File: src/rtl/operand_stream_pkg.sv
// Shared types for the operand stream transmitter.
package operand_stream_pkg;

  typedef enum logic [1:0] {
    IDLE  = 2'd0,
    FETCH = 2'd1,
    DRAIN = 2'd2
  } state_t;

endpackage

File: src/rtl/operand_stream_tx_if.sv
// Host SRAM read port plus the valid/ready operand stream towards the chip.
interface operand_stream_tx_if #(
  parameter int DATA_WIDTH = 16,
  parameter int ADDR_WIDTH = 20
) ();
  logic                  mem_re;
  logic [ADDR_WIDTH-1:0] mem_addr;
  logic [DATA_WIDTH-1:0] mem_qout;
  logic [DATA_WIDTH-1:0] data_out;
  logic                  data_valid;
  logic                  data_ready;

  modport master (
    output mem_re, mem_addr, data_out, data_valid,
    input  mem_qout, data_ready
  );

  modport slave (
    input  mem_re, mem_addr, data_out, data_valid,
    output mem_qout, data_ready
  );
endinterface

File: src/rtl/stream_fifo.sv
// Small registered synchronous FIFO; head is read straight from flops so the
// output never sees a combinational path from the write data.
module stream_fifo #(
  parameter  int DATA_WIDTH = 16,
  parameter  int FIFO_DEPTH = 2,
  localparam int CNT_W      = $clog2(FIFO_DEPTH + 1),
  localparam int PTR_W      = $clog2(FIFO_DEPTH)
) (
  input  logic                  clk,
  input  logic                  arst_n_in,
  input  logic                  push,
  input  logic [DATA_WIDTH-1:0] push_data,
  input  logic                  pop,
  output logic                  full,
  output logic                  empty,
  output logic [CNT_W-1:0]      count,
  output logic [DATA_WIDTH-1:0] head
);

  logic [DATA_WIDTH-1:0] mem_q [FIFO_DEPTH];
  logic [DATA_WIDTH-1:0] mem_d [FIFO_DEPTH];
  logic [PTR_W-1:0]      wr_ptr_q, wr_ptr_d;
  logic [PTR_W-1:0]      rd_ptr_q, rd_ptr_d;
  logic [CNT_W-1:0]      count_q, count_d;

  function automatic logic [PTR_W-1:0] next_ptr(input logic [PTR_W-1:0] ptr);
    return (ptr == PTR_W'(FIFO_DEPTH - 1)) ? '0 : ptr + PTR_W'(1);
  endfunction

  always_comb begin
    // NOTE: every output of a combinational block gets a default first, so no path leaves it holding its old value (no latch).
    mem_d    = mem_q;
    wr_ptr_d = wr_ptr_q;
    rd_ptr_d = rd_ptr_q;
    if (push) begin
      mem_d[wr_ptr_q] = push_data;
      wr_ptr_d        = next_ptr(wr_ptr_q);
    end
    if (pop) begin
      rd_ptr_d = next_ptr(rd_ptr_q);
    end
    count_d = count_q + CNT_W'(push) - CNT_W'(pop);
  end

  always_ff @(posedge clk or negedge arst_n_in) begin
    if (!arst_n_in) begin
      // NOTE: storage is reset on purpose: the head drives data_out, which must read 0 out of reset.
      for (int i = 0; i < FIFO_DEPTH; i++) begin
        mem_q[i] <= '0;
      end
      wr_ptr_q <= '0;
      rd_ptr_q <= '0;
      count_q  <= '0;
    end else begin
      // NOTE: state updates use non-blocking assignments so every flop samples pre-edge values.
      mem_q    <= mem_d;
      wr_ptr_q <= wr_ptr_d;
      rd_ptr_q <= rd_ptr_d;
      count_q  <= count_d;
    end
  end

  assign head  = mem_q[rd_ptr_q];
  assign count = count_q;
  assign full  = (count_q == CNT_W'(FIFO_DEPTH));
  assign empty = (count_q == '0);

endmodule

File: src/rtl/operand_stream_tx.sv
// Reads LENGTH words from host SRAM starting at BASE and streams them out,
// prefetching only as far as the FIFO has room for words already in flight.
module operand_stream_tx
  import operand_stream_pkg::*;
#(
  parameter int DATA_WIDTH = 16,
  parameter int ADDR_WIDTH = 20,
  parameter int LEN_WIDTH  = 21,
  parameter int FIFO_DEPTH = 2
) (
  input  logic                  clk,
  input  logic                  arst_n_in,
  input  logic                  start,
  input  logic [ADDR_WIDTH-1:0] base_addr,
  input  logic [LEN_WIDTH-1:0]  length,
  output logic                  busy,
  output logic                  done,
  operand_stream_tx_if.master   bus
);

  localparam int CNT_W = $clog2(FIFO_DEPTH + 1);
  localparam int CRD_W = CNT_W + 1;

  state_t                state_q, state_d;
  logic [ADDR_WIDTH-1:0] base_q, base_d;
  logic [LEN_WIDTH-1:0]  len_q, len_d;
  logic [LEN_WIDTH-1:0]  issued_q, issued_d;
  logic [LEN_WIDTH-1:0]  sent_q, sent_d;
  logic                  inflight_q, inflight_d;
  logic                  done_q, done_d;

  logic                  fifo_full, fifo_empty, pop, mem_re, credit_ok;
  logic [CNT_W-1:0]      fifo_count;
  logic [DATA_WIDTH-1:0] fifo_head;

  stream_fifo #(
    .DATA_WIDTH (DATA_WIDTH),
    .FIFO_DEPTH (FIFO_DEPTH)
  ) u_fifo (
    .clk       (clk),
    .arst_n_in (arst_n_in),
    .push      (inflight_q),
    .push_data (bus.mem_qout),
    .pop       (pop),
    .full      (fifo_full),
    .empty     (fifo_empty),
    .count     (fifo_count),
    .head      (fifo_head)
  );

  assign pop = !fifo_empty && bus.data_ready;
  // A slot freed by this cycle's pop may be reused by this cycle's read.
  assign credit_ok = (CRD_W'(fifo_count) + CRD_W'(inflight_q)) < (CRD_W'(FIFO_DEPTH) + CRD_W'(pop));
  assign mem_re    = (state_q == FETCH) && credit_ok;

  always_comb begin
    state_d    = state_q;
    base_d     = base_q;
    len_d      = len_q;
    issued_d   = issued_q + LEN_WIDTH'(mem_re);
    sent_d     = sent_q + LEN_WIDTH'(pop);
    inflight_d = mem_re;
    done_d     = 1'b0;
    unique case (state_q)
      IDLE: begin
        if (start && (length != '0)) begin
          state_d  = FETCH;
          base_d   = base_addr;
          len_d    = length;
          issued_d = '0;
          sent_d   = '0;
        end else if (start) begin
          done_d = 1'b1;
        end
      end
      FETCH: begin
        if (mem_re && (issued_q + LEN_WIDTH'(1) == len_q)) begin
          state_d = DRAIN;
        end
      end
      DRAIN: begin
        if (pop && (sent_q + LEN_WIDTH'(1) == len_q)) begin
          state_d = IDLE;
          done_d  = 1'b1;
        end
      end
      default: state_d = IDLE;
    endcase
  end

  always_ff @(posedge clk or negedge arst_n_in) begin
    if (!arst_n_in) begin
      state_q    <= IDLE;
      base_q     <= '0;
      len_q      <= '0;
      issued_q   <= '0;
      sent_q     <= '0;
      inflight_q <= 1'b0;
      done_q     <= 1'b0;
    end else begin
      state_q    <= state_d;
      base_q     <= base_d;
      len_q      <= len_d;
      issued_q   <= issued_d;
      sent_q     <= sent_d;
      inflight_q <= inflight_d;
      done_q     <= done_d;
    end
  end

  assign busy           = (state_q != IDLE);
  assign done           = done_q;
  assign bus.mem_re     = mem_re;
  assign bus.mem_addr   = base_q + issued_q[ADDR_WIDTH-1:0];
  assign bus.data_valid = !fifo_empty;
  assign bus.data_out   = fifo_head;

  overflow_a: assert property (@(posedge clk) disable iff (!arst_n_in)
    !(inflight_q && fifo_full && !pop))
    else $error("operand_stream_tx: prefetch FIFO overflow");

endmodule

File: src/flat_wrapper.sv
// flat-port wrapper written by rule: the top's interface ports become plain ports
module operand_stream_tx_flat import operand_stream_pkg::*;
#(
  parameter int DATA_WIDTH = 16,
  parameter int ADDR_WIDTH = 20,
  parameter int LEN_WIDTH  = 21,
  parameter int FIFO_DEPTH = 2
)
  (clk, arst_n_in, start, base_addr, length, busy, done, bus_mem_re, bus_mem_addr, bus_data_out, bus_data_valid, bus_mem_qout, bus_data_ready);
  operand_stream_tx_if #(.DATA_WIDTH(DATA_WIDTH), .ADDR_WIDTH(ADDR_WIDTH)) bus_i ();
  input  logic clk;
  input  logic arst_n_in;
  input  logic start;
  input  logic [ADDR_WIDTH-1:0] base_addr;
  input  logic [LEN_WIDTH-1:0] length;
  output logic busy;
  output logic done;
  output wire logic [$bits(bus_i.mem_re)-1:0] bus_mem_re;
  output wire logic [$bits(bus_i.mem_addr)-1:0] bus_mem_addr;
  output wire logic [$bits(bus_i.data_out)-1:0] bus_data_out;
  output wire logic [$bits(bus_i.data_valid)-1:0] bus_data_valid;
  input wire logic [$bits(bus_i.mem_qout)-1:0] bus_mem_qout;
  input wire logic [$bits(bus_i.data_ready)-1:0] bus_data_ready;
  assign bus_mem_re = bus_i.mem_re;
  assign bus_mem_addr = bus_i.mem_addr;
  assign bus_data_out = bus_i.data_out;
  assign bus_data_valid = bus_i.data_valid;
  assign bus_i.mem_qout = bus_mem_qout;
  assign bus_i.data_ready = bus_data_ready;
  operand_stream_tx #(.DATA_WIDTH(DATA_WIDTH), .ADDR_WIDTH(ADDR_WIDTH), .LEN_WIDTH(LEN_WIDTH), .FIFO_DEPTH(FIFO_DEPTH)) u_core (.clk(clk), .arst_n_in(arst_n_in), .start(start), .base_addr(base_addr), .length(length), .busy(busy), .done(done), .bus(bus_i));
endmodule
File: config.mk
export PLATFORM = sky130hd
export DESIGN_NAME = operand_stream_tx_flat
export DESIGN_NICKNAME = d
export VERILOG_FILES = /design/src/rtl/operand_stream_pkg.sv /design/src/rtl/operand_stream_tx_if.sv /design/src/rtl/stream_fifo.sv /design/src/rtl/operand_stream_tx.sv /design/src/flat_wrapper.sv
export SDC_FILE = /design/constraint.sdc
export NUM_CORES = 1
export LEC_CHECK = 0
export CELL_PAD_IN_SITES_DETAIL_PLACEMENT = 1
export CELL_PAD_IN_SITES_GLOBAL_PLACEMENT = 1
export CORE_MARGIN = 4
export CORE_UTILIZATION = 43
export DETAILED_ROUTE_END_ITERATION = 12
export GPL_TIMING_DRIVEN = 0
export PLACE_DENSITY_LB_ADDON = 0.1
export SLEW_MARGIN = 20
export SYNTH_ARGS = -nofsm -noshare
export SYNTH_HDL_FRONTEND = slang
export SYNTH_SLANG_ARGS = --single-unit
File: constraint.sdc
create_clock -name clk -period 2.9 [get_ports clk]
set_input_delay 0.29 -clock clk [delete_from_list [all_inputs] [get_ports clk]]
set_output_delay 0.29 -clock clk [all_outputs]
set_load 0.01 [all_outputs]
======== Yosys cells after proc, flatten, opt, wreduce, memory -nomap -nowiden ========
Index checks and enable logic that the tools add are counted.
storage, ports and cells
  memories ................................ 0
  register bits ........................... 123
  bits in latches ......................... 0
  logic and storage cells ................. 69
  input port bits ......................... 61
  ROM bits ................................ 0
  bits in writable memories ............... 0
  output and inout bits ................... 40
cells by class
  multiply operators ...................... 0
  add/subtract/negate cells ............... 11
  muxes and demuxes ....................... 20
  divide/modulo/power cells ............... 0
  shift-type cells ........................ 0
  bitwise gates (word level) .............. 2
  equal/unequal tests ..................... 7
  reductions and logical operators ........ 13
  magnitude comparators ................... 4
operators by type and width
  operator                                                   number
  2-to-1 mux 21 bit                                          4
  2-to-1 mux 16 bit                                          4
  adder 21 x 1 -> 21 bit                                     2
  adder 21 x 1 -> 21 bit (second input constant)             2
  == test 21 bit                                             2
  bitwise mux 32 bit                                         1
  nonzero test 21 bit                                        1
  adder 20 bit                                               1
  demux 16 bit (select 1 bit)                                1
  logical AND 1 bit                                          6
  2-to-1 mux 2 bit                                           3
  one-hot mux 2 bit (3 select lines)                         1
  2-to-1 mux 1 bit                                           5
  greater-or-equal comparator 2 bit (second input constant)  2
  logical NOT 2 bit                                          2
  inequality test 2 x 1 -> 1 bit (second input constant)     2
  inverter 1 -> 2 bit                                        2
  adder 2 x 1 -> 3 bit                                       1
  adder 2 x 1 -> 3 bit (first input constant)                1
  < comparator 3 bit                                         1
  AND reduction 3 bit                                        1
  adder 1 bit (second input constant)                        2
  adder 2 x 1 -> 2 bit                                       1
  == test 2 x 1 -> 1 bit (second input constant)             1
  8 further kinds                                            8

======== Longest topological paths before layout ========
Gate-level depths: netlist (run 1).
  depth after elaboration ................. 9
  mapped depth ............................ 11
  depth with buffers taken out ............ 11

======== Cells and area by module ========
Synthesis (run 1) repeated with hierarchy kept, for this count alone.
second synthesis, totals
  cells, all modules ...................... 790
  area total of the unflattened synthesis .. 7433.4 µm²
by module, submodules not included
  module             cells an instance  seq. area each (µm²)  area each (µm²)  times used
  operand_stream_tx  689                2177.1                5811.8           1
  stream_fifo        101                900.9                 1621.6           1

======== Least setup slack after synthesis (run 1) ========
OpenSTA, ideal clock, no wires.
  kind .................................... flip-flop to flip-flop
  start point ............................. register u_core.inflight_q
  end point ............................... register u_core.issued_q[19]
  arrival ................................. 2.814 ns
  stages on the path, launching flop included .. 11
  library setup time ...................... 0.078 ns
  required time ........................... 2.822 ns
  path buffers ............................ 0
  clock period less this slack ............ 2.892 ns
  path slack .............................. 0.008 ns
  cell sequence ........................... dfrtp_1 -> ha_1 -> ha_1 -> o21a_1 -> nor3_1 -> ha_1 -> nand3_1 -> nor3_1 -> nand4_1 -> or3_1 -> a21oi_1
on the way
  cells in the longest elaborated chain, start to end .. 6
ends and longest elaborated chain
  element                   RTL line                  source
  from (decl)               operand_stream_tx.sv:29   logic inflight_q, inflight_d;
  from (signal assigned)    operand_stream_tx.sv:106  inflight_q <= inflight_d;
  adder 2 x 1 -> 3 bit *    operand_stream_tx.sv:53   assign credit_ok = (CRD_W'(fifo_count) + CRD_W'(inflight_q)) < (CRD_W'(FIFO_DEPTH) + CRD_W'(pop));
  < comparator 3 bit *      operand_stream_tx.sv:53
  logical AND 1 bit *       operand_stream_tx.sv:54   assign mem_re = (state_q == FETCH) && credit_ok;
  net bus_mem_re            flat_wrapper.sv:18        output wire logic [$bits(bus_i.mem_re)-1:0] bus_mem_re;
  adder 21 x 1 -> 21 bit *  operand_stream_tx.sv:60   issued_d = issued_q + LEN_WIDTH'(mem_re);
  2-to-1 mux 21 bit         operand_stream_tx.sv:66   if (start && (length != '0)) begin
  2-to-1 mux 21 bit *       operand_stream_tx.sv:64   unique case (state_q)
  net u_core.issued_d[19]   operand_stream_tx.sv:27   logic [LEN_WIDTH-1:0] issued_q, issued_d;
  to (signal assigned)      operand_stream_tx.sv:104  issued_q <= issued_d;
  to (decl)                 operand_stream_tx.sv:27
The timed path passes the listed nets; every way through them passes the cells marked *.
A chain may end at the register's enable or synchronous reset.

======== Final worst setup path (run 1) ========
  start point ............................. register u_core.issued_q[2]
  end point ............................... output port bus_mem_addr[19]
on the way
  cells in the longest elaborated chain, start to end .. 1
ends and longest elaborated chain
  element       RTL line                  source
  adder 20 bit  operand_stream_tx.sv:114  assign bus.mem_addr = base_q + issued_q[ADDR_WIDTH-1:0];
  to (decl)     flat_wrapper.sv:19        output wire logic [$bits(bus_i.mem_addr)-1:0] bus_mem_addr;
Every way passes these cells.

==> metrics.cfg, run 1 <==
[outcome]
status = finished with violations
violations = negative setup slack

[placement]
place_area_um2 = 8920
hpwl_mm = 18.1
dp.cells = 1151
portBuffers = 100
gp_congestion = 0.914

[grt]
grt_pass1_wl_mm = 39.4
grt_max_degree = 68
overflow = 0
grt_pass1_vias = 7410
antenna_found_initial = 0
grtUsageTotal_pct = 25.3

[synth]
synth_area_leader_cell = dfrtp_1
syn-cell-area_um2 = 7610
ys_types = 65
yosysSeqAreaShare_pct = 40.5
ys_ff_latch = 123
synth_edf_count = 0
synth_top_area_share_pct = 40.5
ys.flop_type = dfrtp_1
ys_warn_count = 0
postSynthCellCount = 825
synth_nets = 916
syn_area_per_cell_um2 = 9.22
ys_async_sr_fraction_pct = 100
synth_area_leaders = dfrtp_1 (40%), nand2_1 (8.0%), mux2_2 (7.3%), xnor2_1 (7.3%), ha_1 (4.8%)

[clock_network]
clock_path_buffers = 2
cts-root-buf = clkbuf_16
cts_tree = done
clk_pin_slew_ns = 0.06
cts-buffers-inserted = 17
htreeDepth = 4
clock_latency_ns = 0.42
clock-sinks = 123

[worst_setup_path]
endpoint_kind = output port
startpoint = u_core.issued_q[2]$_DFF_PN0_
reg2reg_depth = 11
crit_arrival_ns = 2.96
cp_max_fo = 4
rr_startpoint = u_core.issued_q[0]$_DFF_PN0_
path_class = reg2out
regToRegEndpoint = u_core.state_q[0]$_DFFE_PN0P_
cp_data_required_time_ns = 2.61
r2r_setup_slack_ns = 0.06
start_kind = flop

[routing]
drtPass1Iterations = 4
vias = 6724
wirelength_mm = 25.3
vias_per_cell = 5.58
drc = 0
drt_iter0_markers = 166
final_antenna_net_count = 0
wire_per_inst_um = 21.0

[final_layout]
fillers = 1929
multi_input_area_um2 = 4690
design_area_um2 = 10100
regArea_um2 = 3080
drive_gt1_share_pct = 21.2
area_growth_pct = 32.7
antenna_cells = 0
layout_common_cells = nand2_1 (162), dfrtp_1 (118), clkdlybuf4s50_1 (85)
final_common_cell = nand2_1
nets = 1059
final_cells = 1206

[power_and_ir_drop]
leakagePower_nw = 4.39
ir_worst_vdd_mv = 0.618
powerDensity_nw_per_um2 = 1040

[worst_hold_path]
min_to = u_core.base_q[2]$_DFFE_PN0P_
min_path_type = in2reg
hold_path.startpoint = base_addr[2]
hold_path_depth = 3

[floorplan]
die_x_um = 141
die_h_um = 141
placementRows = 48
design.die.area_um2 = 19900
io_pins = 101
initial_core_util_pct = 44.0
core_area_um2 = 17300

[sta]
finalSetupViolations = 11
hold_ws_ns = 0.394
rsz0062_at_grt = true
worst_slew_pin_slew_ns = 0.693
clock_skew_ns = 0.00713
max-slew-margin-rel_pct = 53.2
finalCriticalPeriod_ns = 3.25
fin_crit_sh_pct = 112
finalHoldViolCount = 0
timing.final.ws_setup_ns = -0.348
fmax_mhz = 308
slew_viol_final = 0

[job]
max_cap_viol_count = 0

-- worst max-delay path: stages, from the launching register on --
cell and delay, ns:
dfrtp_1 0.39, ha_1 0.36, o21ai_1 0.45, nor4_4 0.10, o311a_1 0.34, o21a_1 0.22
o21bai_2 0.20, a311oi_2 0.14, xnor2_1 0.17, buf_2 0.16
-- power by group --
group | leakage (nW) | switching [mW] | internal [mW]
logic | 2.55 | 2.60 | 2.70
registers | 1.55 | 0.639 | 2.34
clock network | 0.290 | 0.908 | 1.30
-- synthesized netlist by cell type, types with 4 or more instances --
| cell type | count |
|---|---|
| nor4_1 | 14 |
| a21o_1 | 5 |
| ha_1 | 29 |
| o211ai_1 | 4 |
| and3_1 | 8 |
| o21a_1 | 6 |
| xnor2_1 | 63 |
| buf_2 | 5 |
| clkbuf_1 | 23 |
| dfrtp_1 | 123 |
| a211oi_1 | 7 |
| nand3_1 | 25 |
| inv_1 | 15 |
| nor3_1 | 22 |
| xor2_1 | 36 |
| nand2_1 | 162 |
| or3_1 | 8 |
| or4_1 | 4 |
| a21oi_1 | 21 |
| nand4_1 | 17 |
| o21ai_0 | 16 |
| nor2_1 | 71 |
| and2_1 | 10 |
| and4_1 | 6 |
| mux2_2 | 49 |
| nand2b_1 | 4 |
| a31oi_1 | 4 |
| nor2b_1 | 5 |
-- cell families (layout without fill, tap and decap cells) --
group / count (synthesis) / count (layout) / synth area share (%)
AND/OR/NAND/NOR: 374 / 374 / 23.1
flip-flops: 123 / 123 / 40.5
XOR/XNOR: 99 / 99 / 11.4
AO/OA/AOI/OAI: 95 / 95 / 9.11
buffers and inverters: 53 / 209 / 3.44
multiplexers: 51 / 51 / 7.52
adder cells (fa/ha/maj): 30 / 30 / 5.03
-- cell type report --
type / count / share of cell area, %
plain buffers: 36 / 2.06
clock buffers: 17 / 4.21
multi-input cells: 649 / 46.5
repair buffers: 126 / 11.6
inverters: 15 / 0.558
well taps: 225 / 2.79
clock inverters: 15 / 1.75
flip-flops and latches: 123 / 30.5
-- per-stage QoR --
stage	util, %	setup TNS [ns]	worst slack [ns]	power [mW]
3_5_place_dp	51.6	-40.64	-1.06	7.58
4_1_cts	57.0	-2.77	-0.425	10.2
6_report	58.4	-2.49	-0.348	10.5
3_3_place_gp	51.4	-435.64	-3.29	7.33
5_1_grt	58.4	-3.83	-0.471	11.1
2_1_floorplan	-	0	0.00835	5.66
-- layer usage --
layer  GRT usage, %  vias to the layer above  share of wire (%)  wire [um]
li1               -                     3159                  -          -
met1           29.1                     3380                 40      10100
met2           46.3                      130                 53      13400
met3           4.51                       55                3.3        836
met4           10.5                        0                3.6        919
met5              0                        -                  0          0
-- worst max-delay path by stage --
stage                                           to  slack (ns)  cells past startpoint
6_report                          bus_mem_addr[19]       -0.35                      9
4_1_cts                           bus_mem_addr[18]       -0.42                     11
3_5_place_dp                      bus_mem_addr[18]       -1.06                     11
2_1_floorplan        u_core.issued_q[19]$_DFF_PN0_       0.008                     10
5_1_grt                           bus_mem_addr[18]       -0.47                     11
3_3_place_gp   u_core.u_fifo.mem_q[18]$_DFFE_PN0P_       -3.29                      1
-- state kept, by name (all words and copies together), names as in the netlist, 2 cells and up --
name	cells
u_core.u_fifo.mem_q	32
u_core.issued_q	21
u_core.len_q	21
u_core.sent_q	21
u_core.base_q	20
u_core.state_q	2
u_core.u_fifo.count	2
-- timing repair --
action	in CTS	in global routing
endpoints found under the hold margin	56	0
resized for setup	97	42
pin swaps	24	23
setup endpoints to repair	79	96
buffers inserted	13	12
hold buffers	1	0
(Power assumes the default switching activity.)
==> run 2, diff against run 1 <==
--- a/config.mk
+++ b/config.mk
@@ -7,6 +7,7 @@
 export LEC_CHECK = 0
 export CELL_PAD_IN_SITES_DETAIL_PLACEMENT = 1
 export CELL_PAD_IN_SITES_GLOBAL_PLACEMENT = 1
+export CORE_ASPECT_RATIO = 0.8
 export CORE_MARGIN = 4
 export CORE_UTILIZATION = 43
 export DETAILED_ROUTE_END_ITERATION = 12
==> run 2 against run 1 <==
Net effect: the run still ends with negative setup slack left; wire length decreased by 2.5%; critical path depth increased by 2; sequential share of layout area about the same; clock power about the same; maximum frequency increased by 1.0%; die area about the same; register-to-register slack improved by 0.03 ns; worst hold slack got worse by 0.039 ns; sequential power about the same; critical path type unchanged; largest cell class unchanged; largest power group unchanged.
==> metrics.cfg, run 2 (same netlist as run 1, synthesis figures left out) <==
[routing]
wire_per_inst_um = 20.3
drtPass1Iterations = 5
final_antenna_net_count = 0
wirelength_mm = 24.7
vias = 6797
drt_iter0_markers = 348
drc = 0
vias_per_cell = 5.59

[floorplan]
io_pins = 101
core_area_um2 = 17400
die_h_um = 127
design.die.area_um2 = 19900
placementRows = 43
initial_core_util_pct = 43.8
die_x_um = 157

[worst_setup_path]
rr_startpoint = u_core.issued_q[12]$_DFF_PN0_
startpoint = u_core.issued_q[0]$_DFF_PN0_
start_kind = flop
cp_slowest_cell = dfrtp_2
crit_chain = ha_4 > inv_2 > fa_2 > nor2b_4 > o2111ai_4 > a31oi_4 > a211oi_4 > o41ai_2 > a21oi_1 > xnor2_1 > buf_2
cp_slowest_stage_delay_ns = 0.39
cp_max_fo = 2
endpoint_kind = output port
path_class = reg2out
crit_arrival_ns = 2.92
cp_data_required_time_ns = 2.61

[sta]
slew_viol_final = 0
finalSetupViolations = 8
fin_crit_sh_pct = 111
clock_skew_ns = 0.00743
timing.final.ws_setup_ns = -0.314
worst_slew_pin_slew_ns = 0.690
finalHoldViolCount = 0
fmax_mhz = 311
finalCriticalPeriod_ns = 3.21
max-slew-margin-rel_pct = 53.9
timing.setup.tns_ns = -1.22
rsz0062_at_grt = true

[power_and_ir_drop]
powerDensity_nw_per_um2 = 1040
combPwrFrac_pct = 51.0
leakagePower_nw = 4.40
power_frac_seq_pct = 28.1
intPower_mw = 6.38
finalPower_mw = 10.5
switching_share_pct = 39.2
p_sw_mw = 4.10
ir_worst_vdd_mv = 0.894
p_clk_share_pct = 20.9

[clock_network]
clock-sinks = 123
clock_path_buffers = 2
cts_tree = done
htreeDepth = 4
clock_latency_ns = 0.42
clk_pin_slew_ns = 0.06
cts-buffers-inserted = 17
cts-root-buf = clkbuf_16

[grt]
overflow = 0
antenna_found_initial = 1
grt_pass1_vias = 7181
grt_max_degree = 83
grt_pass1_wl_mm = 39.6
grtUsageTotal_pct = 25.3

[final_layout]
largest_reg_flops = 32
fillers = 1946
final_common_cell = nand2_1
top_register = u_core.u_fifo.mem_q
area_growth_pct = 32.7
antenna_cells = 0
nets = 1069
drive_gt1_share_pct = 20.0
layout_common_cells = nand2_1 (162), dfrtp_1 (119), clkdlybuf4s50_1 (84)
fin_util_pct = 58.1

[placement]
hpwl_mm = 18.4
gp_congestion = 0.924
portBuffers = 100
dp_worst_setup_slack_ns = -1.19

[job]
max_cap_viol_count = 0

[worst_hold_path]
min_path_type = in2async

[outcome]
violations = negative setup slack
status = finished with violations

run 2: cell count changes in the layout (fill, tap and decap cells not counted), moves of 3 or more:
| cell | delta |
|---|---|
| a21oi_2 | -5 |
| buf_4 | +9 |
| a21oi_1 | +6 |
| nor2_1 | +3 |
run 2: per-layer routing:
layer	up-vias	global-route usage, %	part of all wire (%)	wire length, um
met5	-	0	0	0
met4	0	5.66	1.5	363
met3	27	4.17	4.2	1030
met2	154	39.6	45	11200
met1	3451	37.2	49	12100
li1	3165	-	-	-
run 2: through the flow:
step,instance area [um^2],hold WS (ns),cells
2_1_floorplan,7610,-0.00559,825
3_3_place_gp,8890,0.463,1150
3_5_place_dp,8920,0.249,1151
4_1_cts,9940,0.369,1204
5_1_grt,10100,0.390,1216
6_report,10100,0.355,1216
run 2: final cells by class:
class / instances / area, um^2 / share of cell area (%)
multi-input cells: 649 / 4620 / 45.8
repair buffers: 135 / 1250 / 12.3
plain buffers: 37 / 204 / 2.02
flip-flops and latches: 123 / 3080 / 30.5
well taps: 225 / 282 / 2.79
inverters: 15 / 56.3 / 0.558
clock inverters: 15 / 178 / 1.76
clock buffers: 17 / 425 / 4.21
run 2: timing repair:
action | CTS | global route
pin swaps | 22 | 20
buffers inserted | 21 | 12
hold buffers | 1 | 0
endpoints found under the setup margin | 102 | 82
gates resized for setup | 88 | 30
endpoints found under the hold margin | 41 | 0
run 2: path summary, 6_finish.rpt:
path / endpoint / slack [ns] / depth (start not counted)
setup reg to reg: u_core.state_q[0]$_DFFE_PN0P_ / 0.09 / 8
hold / removal: u_core.base_q[13]$_DFFE_PN0P_ / 0.36 / 2
max in group asynchronous: u_core.done$_DFF_PN0_ / 1.79 / 3
setup / recovery: bus_mem_addr[18] / -0.31 / 11
hold reg to reg: u_core.base_q[18]$_DFFE_PN0P_ / 0.50 / 2
min in group clk: u_core.base_q[9]$_DFFE_PN0P_ / 0.39 / 3
run 2: critical path, delay by kind of cell (launching register included):
family / cells / cell delay [ns]
AND/OR/NAND/NOR: 1 / 0.18
buffers and inverters: 2 / 0.22
AO/OA/AOI/OAI: 5 / 1.04
adder cells (fa/ha/maj): 2 / 0.50
XOR/XNOR: 1 / 0.19
flip-flops: 1 / 0.39
run 2: power groups by stage:
stage                     sequential, mW  combinational (mW)  clock [mW]
after detailed placement            2.98                4.59           0
after global routing                3.02                5.84        2.33
after CTS                           2.95                5.17        2.24
after global placement              2.92                4.41           0
after floorplan                     2.72                2.94           0
final                               2.95                5.34        2.19
